**src/rtl/alu_seq_core.sv**
```systemverilog
// ============================================================================
// Module   : alu_seq_core
// Brief    : Handshaked sequential ALU with registered result/flags, bit-serial
//            shifts, shift-add multiply and a chaining accumulator.
// Revision : 1.0 - initial release
// ============================================================================
`default_nettype none

module alu_seq_core #(
  parameter int WIDTH = 8
) (
  input  logic             clk,
  input  logic             rst,
  input  logic             in_valid,
  output logic             in_ready,
  input  logic [2:0]       op,
  input  logic [WIDTH-1:0] a,
  input  logic [WIDTH-1:0] b,
  input  logic             use_acc,
  output logic             out_valid,
  input  logic             out_ready,
  output logic [WIDTH-1:0] result,
  output logic [3:0]       flags,
  output logic             busy
);

  localparam int SHW = $clog2(WIDTH);
  localparam int CW  = SHW + 1;

  localparam logic [2:0] c_OP_ADD = 3'b000;
  localparam logic [2:0] c_OP_SUB = 3'b001;
  localparam logic [2:0] c_OP_AND = 3'b010;
  localparam logic [2:0] c_OP_OR  = 3'b011;
  localparam logic [2:0] c_OP_SHL = 3'b100;
  localparam logic [2:0] c_OP_SHR = 3'b101;
  localparam logic [2:0] c_OP_MUL = 3'b110;
  localparam logic [2:0] c_OP_XOR = 3'b111;

  typedef enum logic [1:0] {
    S_IDLE = 2'd0,
    S_EXEC = 2'd1,
    S_DONE = 2'd2
  } state_t;

  state_t                 r_state;
  state_t                 w_state_nx;
  logic [2:0]             r_op;
  logic [WIDTH-1:0]       r_sh;
  logic [WIDTH-1:0]       r_mcand;
  logic [2*WIDTH-1:0]     r_prod;
  logic [CW-1:0]          r_cnt;
  logic [WIDTH-1:0]       r_acc;
  logic [WIDTH-1:0]       r_result;
  logic [3:0]             r_flags;

  logic                   w_accept;
  logic [WIDTH-1:0]       w_opa;
  logic [SHW-1:0]         w_shamt;
  logic [WIDTH:0]         w_add;
  logic [WIDTH:0]         w_sub;
  logic [WIDTH-1:0]       w_sh_nx;
  logic                   w_sh_c;
  logic [WIDTH:0]         w_madd;
  logic [2*WIDTH-1:0]     w_prod_nx;
  logic                   w_fin;
  logic [WIDTH-1:0]       w_fin_res;
  logic                   w_fin_c;
  logic                   w_fin_v;

  assign w_accept = in_valid && (r_state == S_IDLE);
  assign w_opa    = use_acc ? r_acc : a;
  assign w_shamt  = b[SHW-1:0];
  assign w_add    = {1'b0, w_opa} + {1'b0, b};
  assign w_sub    = {1'b0, w_opa} - {1'b0, b};

  assign w_sh_nx  = (r_op == c_OP_SHL) ? (r_sh << 1) : (r_sh >> 1);
  assign w_sh_c   = (r_op == c_OP_SHL) ? r_sh[WIDTH-1] : r_sh[0];

  // Shift-add step: conditionally add multiplicand to the upper half, then shift right.
  assign w_madd    = {1'b0, r_prod[2*WIDTH-1:WIDTH]} + {1'b0, r_mcand};
  assign w_prod_nx = r_prod[0] ? {w_madd, r_prod[WIDTH-1:1]}
                               : {1'b0, r_prod[2*WIDTH-1:1]};

  always_comb begin
    w_state_nx = r_state;
    w_fin      = 1'b0;
    w_fin_res  = '0;
    w_fin_c    = 1'b0;
    w_fin_v    = 1'b0;
    case (r_state)
      S_IDLE: begin
        if (w_accept) begin
          case (op)
            c_OP_ADD: begin
              w_fin     = 1'b1;
              w_fin_res = w_add[WIDTH-1:0];
              w_fin_c   = w_add[WIDTH];
              w_fin_v   = (w_opa[WIDTH-1] == b[WIDTH-1]) && (w_add[WIDTH-1] != w_opa[WIDTH-1]);
            end
            c_OP_SUB: begin
              w_fin     = 1'b1;
              w_fin_res = w_sub[WIDTH-1:0];
              w_fin_c   = w_sub[WIDTH];
              w_fin_v   = (w_opa[WIDTH-1] != b[WIDTH-1]) && (w_sub[WIDTH-1] != w_opa[WIDTH-1]);
            end
            c_OP_AND: begin
              w_fin     = 1'b1;
              w_fin_res = w_opa & b;
            end
            c_OP_OR: begin
              w_fin     = 1'b1;
              w_fin_res = w_opa | b;
            end
            c_OP_XOR: begin
              w_fin     = 1'b1;
              w_fin_res = w_opa ^ b;
            end
            c_OP_SHL, c_OP_SHR: begin
              if (w_shamt == '0) begin
                w_fin     = 1'b1;
                w_fin_res = w_opa;
              end else begin
                w_state_nx = S_EXEC;
              end
            end
            default: w_state_nx = S_EXEC;
          endcase
        end
      end
      S_EXEC: begin
        if (r_cnt == CW'(1)) begin
          w_fin = 1'b1;
          if (r_op == c_OP_MUL) begin
            w_fin_res = w_prod_nx[WIDTH-1:0];
            w_fin_c   = |w_prod_nx[2*WIDTH-1:WIDTH];
          end else begin
            w_fin_res = w_sh_nx;
            w_fin_c   = w_sh_c;
          end
        end
      end
      S_DONE: begin
        if (out_ready) w_state_nx = S_IDLE;
      end
      default: w_state_nx = S_IDLE;
    endcase
    if (w_fin) w_state_nx = S_DONE;
  end

  always_ff @(posedge clk or posedge rst) begin
    if (rst) begin
      r_state  <= S_IDLE;
      r_op     <= '0;
      r_sh     <= '0;
      r_mcand  <= '0;
      r_prod   <= '0;
      r_cnt    <= '0;
      r_acc    <= '0;
      r_result <= '0;
      r_flags  <= '0;
    end else begin
      r_state <= w_state_nx;
      if (w_accept) begin
        r_op    <= op;
        r_sh    <= w_opa;
        r_mcand <= w_opa;
        r_prod  <= {{WIDTH{1'b0}}, b};
        r_cnt   <= (op == c_OP_MUL) ? CW'(WIDTH) : CW'(w_shamt);
      end else if (r_state == S_EXEC) begin
        r_cnt <= r_cnt - CW'(1);
        if (r_op == c_OP_MUL) r_prod <= w_prod_nx;
        else                  r_sh   <= w_sh_nx;
      end
      if (w_fin) begin
        r_result <= w_fin_res;
        r_flags  <= {w_fin_c, w_fin_v, w_fin_res[WIDTH-1], (w_fin_res == '0)};
        r_acc    <= w_fin_res;
      end
    end
  end

  assign in_ready  = (r_state == S_IDLE);
  assign out_valid = (r_state == S_DONE);
  assign busy      = (r_state != S_IDLE);
  assign result    = r_result;
  assign flags     = r_flags;

endmodule

`default_nettype wire
```
**config.mk**
```make
export PLATFORM = sky130hd
export DESIGN_NAME = alu_seq_core
export DESIGN_NICKNAME = d
export VERILOG_FILES = /design/src/rtl/alu_seq_core.sv
export SDC_FILE = /design/constraint.sdc
export NUM_CORES = 1
export LEC_CHECK = 0
export ABC_AREA = 0
export BUFFER_PORTS_ARGS = -buffer_cell sky130_fd_sc_hd__buf_2
export CAP_MARGIN = 15
export CORE_MARGIN = 2
export CORE_UTILIZATION = 49
export DETAILED_ROUTE_END_ITERATION = 12
export PLACE_DENSITY_LB_ADDON = 0.15
export SYNTH_ARGS = -nofsm -noshare
export SYNTH_HDL_FRONTEND = slang
export SYNTH_SLANG_ARGS = --single-unit
```
**constraint.sdc**
```tcl
create_clock -name clk -period 6.9 [get_ports clk]
set_input_delay 1.035 -clock clk [delete_from_list [all_inputs] [get_ports clk]]
set_output_delay 1.035 -clock clk [all_outputs]
set_load 0.05 [all_outputs]
```
==> out/qor.txt, run 1 <==
Skew-Pair Late Insertion Delay - 0.30 ns
status - finished, final reports clean
post-cts repair resize count - 0
Pwr Density - 406.6 nW/um^2
Seq/Total Area, Yosys - 29.04%
endpoint type of the worst setup path - register
share of async-settable or async-resettable flops after synthesis - 100.0%
Post-layout nets - 638
worst path cell trace - buf_2 > mux2i_1 > ha_1 > fa_1 > o21bai_1 > a2111oi_0 > xnor2_1 > o211ai_1 > a21oi_1 > o22ai_1 > o31ai_2
Overflow after GRT - 0
Core Area - 8806 um^2
critical path data arrival time - 4.02 ns
delay-heaviest family, CP - compound AO/OA/AOI/OAI gates
Pre-antenna DRT Iters - 5
Area growth syn-to-layout - 7.065%
GRT Total Usage - 26.06%
Yosys reg bits - 52
Ys Warns - 0
first-pass GRT wire length - 20.65 mm
Setup TNS Final - 0 ns
synthesized net count - 619
Critical-path top delay cell - a2111oi_0
crit path max fanout - 8
final-report max-slew violation count - 0
Mapped Area - 4481 um^2
CTS Sinks - 52
placed standard-cell area - 4707 um^2
Placer Congestion - 0.8697
Max IR drop VDD - 288.3 uV
CP startpoint kind - primary input
per-cell routed wire length - 18.76 um
slowest stage delay, CP - 0.75 ns
total of max-cap violations - 0
vias - 4135
syn_area_per_cell - 8.146 um^2
Final Cycle Share - 55.13%
Avg Vias per Cell - 6.099
fmax - 262.9 MHz
Max clock buf depth - 2
worst-margin pin slew - 1.080 ns
Die Y - 99.63 um
remaining antenna violation count after routing - 0
Final Hold Vio Count - 0
Post-Syn Instances - 550
drc violations - 0
Die Area - 9925 um^2
Synth Flop Type - dfrtp_1
Routed WL - 12.72 mm
drt initial violations - 253
CTS tree - built
Layout Skew - 0.008060 ns
final setup vio count - 0
worst path bufs/invs - 1
initial antenna violation count - 0
Cell Rows - 34
number of distinct library cells after synthesis - 69
required time of the critical path - 7.11 ns
Final HPWL DP - 9.429 mm
design area - 4797 um^2
largest net degree at the start of global routing - 53
Leak - 0.002315 uW
layout cell share with drive strength beyond 1 - 10.88%
Initial Utilization - 50.88%
H-tree Lvls - 2
unrepaired setup endpoints after global routing - no
vias in the first global route - 3999
PortBufs - 38
Post-CTS Hold Buffers - 0
root buffer cell - clkbuf_8
die width - 99.63 um
Clock transition at path regs - 0.10 ns
Setup CP Type - in2reg
Slew headroom - 27.44%
fin crit period - 3.804 ns
I/O Pins - 39
fillers - 823
clock buffer count from CTS - 5
Post-synth EDFFs - 0
Ant. Diodes - 0
worst min-delay path category - reg2reg
Post-CTS Setup Repair Bufs - 0
placed cells by master, fill, tap and decap left out, types with 5 or more instances in the layout:
| master | instances |
|---|---|
| nor2_1 | 46 |
| clkbuf_8 | 6 |
| o21bai_1 | 5 |
| nor3b_1 | 5 |
| a21oi_1 | 34 |
| nand3_1 | 11 |
| a211oi_1 | 9 |
| buf_2 | 38 |
| a31oi_1 | 12 |
| nand2b_1 | 6 |
| xnor2_1 | 8 |
| nor2b_1 | 11 |
| o21ai_0 | 38 |
| nor3_1 | 7 |
| and3_1 | 5 |
| or3_1 | 5 |
| mux2i_1 | 14 |
| a21o_1 | 14 |
| ha_1 | 43 |
| xor2_1 | 6 |
| inv_1 | 36 |
| nand2_1 | 77 |
| dfrtp_1 | 52 |
cell usage after synthesis, types with 5 or more instances:
library cell	instances	share of area [%]
mux2i_1	14	3.1
inv_1	37	3.1
o21ai_0	38	4.2
clkbuf_1	21	1.8
a21o_1	14	2.3
o21bai_1	5	0.84
nor3_1	7	0.78
dfrtp_1	52	29
nor3b_1	5	0.84
xnor2_1	8	1.6
xor2_1	6	1.2
and3_1	5	0.70
or3_1	5	0.70
ha_1	43	12
nand2b_1	6	0.84
nand3_1	11	1.2
a31oi_1	12	1.7
nor2b_1	11	1.5
nor2_1	46	3.9
nand2_1	77	6.5
a21oi_1	34	3.8
a211oi_1	9	1.5
report_power, final:
group	leakage [uW]	internal (uW)	switching, uW	total (uW)
clock	0.0000455	82.2	99.5	182
combinational	0.00162	426	749	1170
sequential	0.000645	440	153	594
total	0.00231	949	1000	1950
routing by layer:
| metal | vias to the layer above | share of wire (%) | track usage [%] |
|---|---|---|---|
| met5 | - | 0 | 0 |
| li1 | 1991 | - | - |
| met1 | 1958 | 46 | 37.64 |
| met4 | 0 | 1.8 | 5.058 |
| met3 | 22 | 6.0 | 3.092 |
| met2 | 164 | 46 | 42.52 |
sequential cells by signal, summed over array words and instances, names as in the netlist:
signal and cells:
r_mcand 8, result 7, r_prod 16, r_sh 8, r_op 3, flags 4, r_cnt 4, r_state 2
through the flow:
stage	setup slack [ns]	util [%]	total power [uW]	std cells	hold WS, ns
final	3.096	54.48	1950	678	0.4852
after global placement	3.011	53.45	1729	670	0.4618
after detailed placement	2.863	53.45	1758	670	0.4641
after floorplan	3.378	-	1472	550	0.4385
after CTS	3.181	54.48	1943	678	0.4874
after global routing	3.025	54.48	2106	678	0.4906
worst paths after layout:
check	from	endpoint	slack, ns	depth (start not counted)
max in group asynchronous	rst	result[6]	5.53	3
worst max register to register	result[0]	flags[0]	3.76	10
worst max-delay path	use_acc	flags[0]	3.10	11
min in group asynchronous	rst	r_op[2]	0.91	3
worst min-delay path	r_op[2]	r_op[2]	0.49	2
worst min register to register	r_op[2]	r_op[2]	0.49	2
cells by family after synthesis:
group	after synthesis	synth area share, %
xor+xnor	15	3.239
fa+ha+maj	45	12.90
mux	18	4.133
simple gates	192	20.58
flops	52	29.04
buf+inv	67	5.976
compound gates	161	24.13
worst min-delay path: cells and delay by family (launching register included):
kind          cells  cell delay (ns)
flops             1             0.36
simple gates      2             0.10
layout make-up:
cell class / count / area, um^2 / share of cell area, %
well taps: 108 / 135.1 / 2.817
repair buffers: 42 / 220.2 / 4.591
clock buffers: 8 / 90.09 / 1.878
inverters: 37 / 138.9 / 2.895
multi-input cells: 431 / 2912 / 60.69
flip-flops and latches: 52 / 1301 / 27.13
(Power assumes the default switching activity.)
==> run 2, diff against run 1 <==
- clock period: 6.9 -> 3.8 ns (I/O delays scaled with it)
==> out/qor.txt, run 2 (synthesized netlist as in run 1, its figures left out) <==
Max clock buf depth - 2
CTS tree - built
number of flip-flops under the largest register name - 16
GRT Total Usage - 26.47%
unrepaired setup endpoints after global routing - no
Routed WL - 12.46 mm
Post-CTS Hold Buffers - 0
Layout Skew - 0.01279 ns
Pwr Density - 740.1 nW/um^2
crit path max fanout - 8
drc violations - 0
Clock transition at path regs - 0.10 ns
I/O Pins - 39
largest reg by FF count - r_prod
Setup TNS Final - 0 ns
CP startpoint kind - primary input
status - finished, final reports clean
Final HPWL DP - 9.419 mm
reg-to-reg endpoint - flags[0]
Setup CP Type - in2reg
most frequent cells in the layout - nand2_1, dfrtp_1, nor2_1
Area growth syn-to-layout - 8.126%
design area - 4845 um^2
area of the multi-input gates - 2912 um^2
Skew-Pair Late Insertion Delay - 0.31 ns
Overflow after GRT - 0
fillers - 846
remaining antenna violation count after routing - 0
Placer Congestion - 0.9089
final setup vio count - 0
Pre-antenna DRT Iters - 5
per-cell routed wire length - 18.28 um
Ant. Diodes - 0
largest net degree at the start of global routing - 48
Die Area - 9925 um^2
first-pass GRT wire length - 20.82 mm
final-report max-slew violation count - 0
Die Y - 99.63 um
worst min-delay path category - in2async
Cell Rows - 34
Final Cycle Share - 87.27%
Register Area - 1301 um^2
Post-layout nets - 642
delay-heaviest family, CP - compound AO/OA/AOI/OAI gates
root buffer cell - clkbuf_8
non-filler instance count after layout - 682
CTS Sinks - 52
vias - 4088
R2R Setup Slk - 0.63 ns
Initial Utilization - 50.88%
placed cells - 674
Top Registers - r_prod (16), r_mcand (8), r_sh (8)
fin crit period - 3.316 ns
initial antenna violation count - 0
Worst R2R Path Depth - 10
Final Hold Vio Count - 0
worst path bufs/invs - 2
vias in the first global route - 4051
most common cell after layout, fill and taps aside - nand2_1
worst path cell trace - buf_2 > mux2i_1 > inv_1 > ha_1 > nor2b_1 > a2111oi_0 > xnor2_1 > o211ai_1 > a21oi_1 > o22ai_1 > o31ai_2
Crit Reg-Reg Startpoint - result[4]
drt initial violations - 278
endpoint type of the worst setup path - register
Post-CTS Setup Repair Bufs - 0
slowest stage delay, CP - 0.84 ns
Max IR drop VDD - 396.2 uV
Core Area - 8806 um^2
Final Core Density - 55.02%
Critical-path top delay cell - a2111oi_0
placed standard-cell area - 4737 um^2
H-tree Lvls - 2
Avg Vias per Cell - 5.994
layout cell share with drive strength beyond 1 - 11.67%
PortBufs - 38
worst-margin pin slew - 1.082 ns
required time of the critical path - 4.02 ns
Leak - 0.002344 uW
post-cts repair resize count - 0
die width - 99.63 um
fmax - 301.5 MHz
total of max-cap violations - 0
critical path data arrival time - 3.53 ns
Slew headroom - 27.89%
clock buffer count from CTS - 5
==> run 2: changes by cell type in the layout (fill, tap and decap cells not counted) <==
cell       previous run  this run
clkinv_2              0         1
clkbuf_8              6         5
buf_4                 4         8
clkbuf_1              2         1
bufinv_16             0         1
==> run 2: report_power, final <==
| group | leakage (uW) | internal (uW) | total [uW] | switching [uW] |
|---|---|---|---|---|
| Sequential | 0.000645 | 799 | 1080 | 279 |
| Clock | 0.0000552 | 196 | 388 | 192 |
| Combinational | 0.00164 | 780 | 2120 | 1340 |
| Total | 0.00234 | 1780 | 3590 | 1810 |
==> run 2: worst max path at each step <==
stage               cells past startpoint  startpoint  endpoint  slack (ns)
finish                                 11     use_acc  flags[0]        0.48
global route                           11     use_acc  flags[0]        0.40
CTS                                    11     use_acc  flags[0]        0.59
detailed placement                     11     use_acc  flags[0]        0.29
global placement                       11     use_acc  flags[0]        0.32
floorplan                              11     use_acc  flags[0]        0.74
==> run 2: layer usage <==
layer	vias up	part of all wire, %	global-route usage, %
li1	1989	-	-
met3	29	4.1	3.092
met5	-	0	0
met2	132	44	41.79
met4	0	3.2	9.062
met1	1938	48	37.80
==> run 2: metrics by stage <==
stage | worst slack (ns) | hold slack [ns] | total power (uW)
4_1_cts | 0.5892 | 0.3804 | 3578
6_report | 0.4836 | 0.3530 | 3586
3_5_place_dp | 0.2860 | 0.4632 | 3179
2_1_floorplan | 0.7434 | 0.4385 | 2673
3_3_place_gp | 0.3201 | 0.4547 | 3138
5_1_grt | 0.3959 | 0.4029 | 3897
==> run 2: area by class of cell <==
cell class              count  area share (%)
multi-input cells         431           60.10
flip-flops and latches     52           26.86
repair buffers             46           5.165
inverters                  37           2.867
well taps                 108           2.789
clock buffers               6           1.498
clock inverters             2          0.7231
==> run 3, diff against run 2 <==
==> constraint.sdc (replaced) <==
create_clock -name clk -period 3.8 [get_ports clk]
set_input_delay 1.14 -clock clk [delete_from_list [all_inputs] [get_ports clk]]
set_output_delay 1.14 -clock clk [all_outputs]
set_load 0.05 [all_outputs]
==> out/qor.txt, run 3 (synthesized netlist as in run 1, its figures left out) <==
number of flip-flops under the largest register name - 16
die width - 99.63 um
Crit. Startpoint - use_acc
Initial Utilization - 50.88%
unrepaired setup endpoints after global routing - no
Die Y - 99.63 um
Setup TNS Final - 0 ns
R2R Setup Slk - 1.01 ns
Max clock buf depth - 2
reg-to-reg endpoint - flags[0]
final-report max-slew violation count - 0
total of max-cap violations - 0
layout cell share with drive strength beyond 1 - 13.95%
total power - 3658 uW
CTS Sinks - 52
fillers - 830
Crit Reg-Reg Startpoint - result[0]
area of the multi-input gates - 2912 um^2
required time of the critical path - 4.00 ns
Routed WL - 12.70 mm
Final Cycle Share - 90.47%
Avg Vias per Cell - 6.080
most common cell after layout, fill and taps aside - nand2_1
Placer Congestion - 0.8961
Worst R2R Path Depth - 10
endpoint type of the worst setup path - register
Slew headroom - 42.31%
Leak - 0.002410 uW
Clock transition at path regs - 0.10 ns
I/O Pins - 39
Overflow after GRT - 0
critical path data arrival time - 3.64 ns
Hold Startpoint - r_op[2]
Skew-Pair Late Insertion Delay - 0.31 ns
root buffer cell - clkbuf_8
drc violations - 0
Setup CP Type - in2reg
fmax - 290.9 MHz
Die Area - 9925 um^2
Ant. Diodes - 0
remaining antenna violation count after routing - 0
vias - 4232
worst-margin pin slew - 0.8630 ns
status - finished, final reports clean
initial antenna violation count - 0
largest reg by FF count - r_prod
Area growth syn-to-layout - 10.56%
Pre-antenna DRT Iters - 6
placed standard-cell area - 4842 um^2
Register Area - 1301 um^2
Top Registers - r_prod (16), r_mcand (8), r_sh (8)
Final Hold Vio Count - 0
drt initial violations - 214
per-cell routed wire length - 18.24 um
Final HPWL DP - 9.710 mm
fin crit period - 3.438 ns
crit path capture - flags[0]
post-cts repair resize count - 0
final setup vio count - 0
clock buffer count from CTS - 5
Max IR drop VDD - 488.6 uV
GRT Total Usage - 26.16%
first-pass GRT wire length - 20.74 mm
design area - 4954 um^2
Post-CTS Setup Repair Bufs - 0
most frequent cells in the layout - nand2_1, dfrtp_1, nor2_1
Post-CTS Hold Buffers - 0
Post-layout nets - 656
PortBufs - 38
Core Area - 8806 um^2
largest net degree at the start of global routing - 53
Pwr Density - 738.5 nW/um^2
H-tree Lvls - 2
worst min-delay path category - reg2reg
CP startpoint kind - primary input
crit path max fanout - 6
Cell Rows - 34
vias in the first global route - 4073
Layout Skew - 0.004954 ns
CTS tree - built
-- run 3: changes by cell type in the layout (fill, tap and decap cells not counted), sizes merged --
cell / before / now
clkinvlp: 0 / 1
buf: 46 / 60
clkbuf: 6 / 5
-- run 3: where the power goes --
group	switching [uW]	internal, uW
clock network	197	195
logic	1370	823
registers	278	799
-- run 3: through the flow --
step | util (%) | setup slack (ns) | cells | hold slack, ns
2_1_floorplan | - | 0.1734 | 550 | 0.4385
3_3_place_gp | 54.99 | 0.1080 | 688 | 0.4618
3_5_place_dp | 54.99 | 0.05749 | 688 | 0.4599
4_1_cts | 56.25 | 0.4066 | 696 | 0.4865
5_1_grt | 56.25 | 0.2179 | 696 | 0.5099
6_report | 56.25 | 0.3621 | 696 | 0.4831
-- run 3: cell type report --
class	count	share of cell area (%)
repair buffers	60	7.174
well taps	108	2.728
clock inverters	3	0.8588
flip-flops and latches	52	26.27
multi-input cells	431	58.78
inverters	37	2.804
clock buffers	5	1.389
-- run 3: worst min-delay path by stage --
stage                          to  slack, ns  cells after the start
after floorplan           r_op[2]       0.44                      2
after global placement    r_op[2]       0.46                      2
after detailed placement  r_op[2]       0.46                      2
after CTS                 r_op[2]       0.49                      2
after global routing      r_op[2]       0.51                      2
final                     r_op[2]       0.48                      2
-- run 3: routing by layer --
metal,wire (um),up-vias,global-route usage (%)
met5,0,-,0
met3,701,21,3.514
met2,5906,156,42.20
met4,252,0,6.322
li1,-,2020,-
met1,5835,2035,37.39
-- run 3: worst max-delay path, cell delays in order --
cell      delay [ns]
buf_2           0.17
mux2i_1         0.34
inv_1           0.14
ha_1            0.26
a211o_1         0.30
o211ai_1        0.14
a21oi_1         0.17
or4_1           0.41
and4_1          0.21
a22oi_1         0.24
o31ai_2         0.11
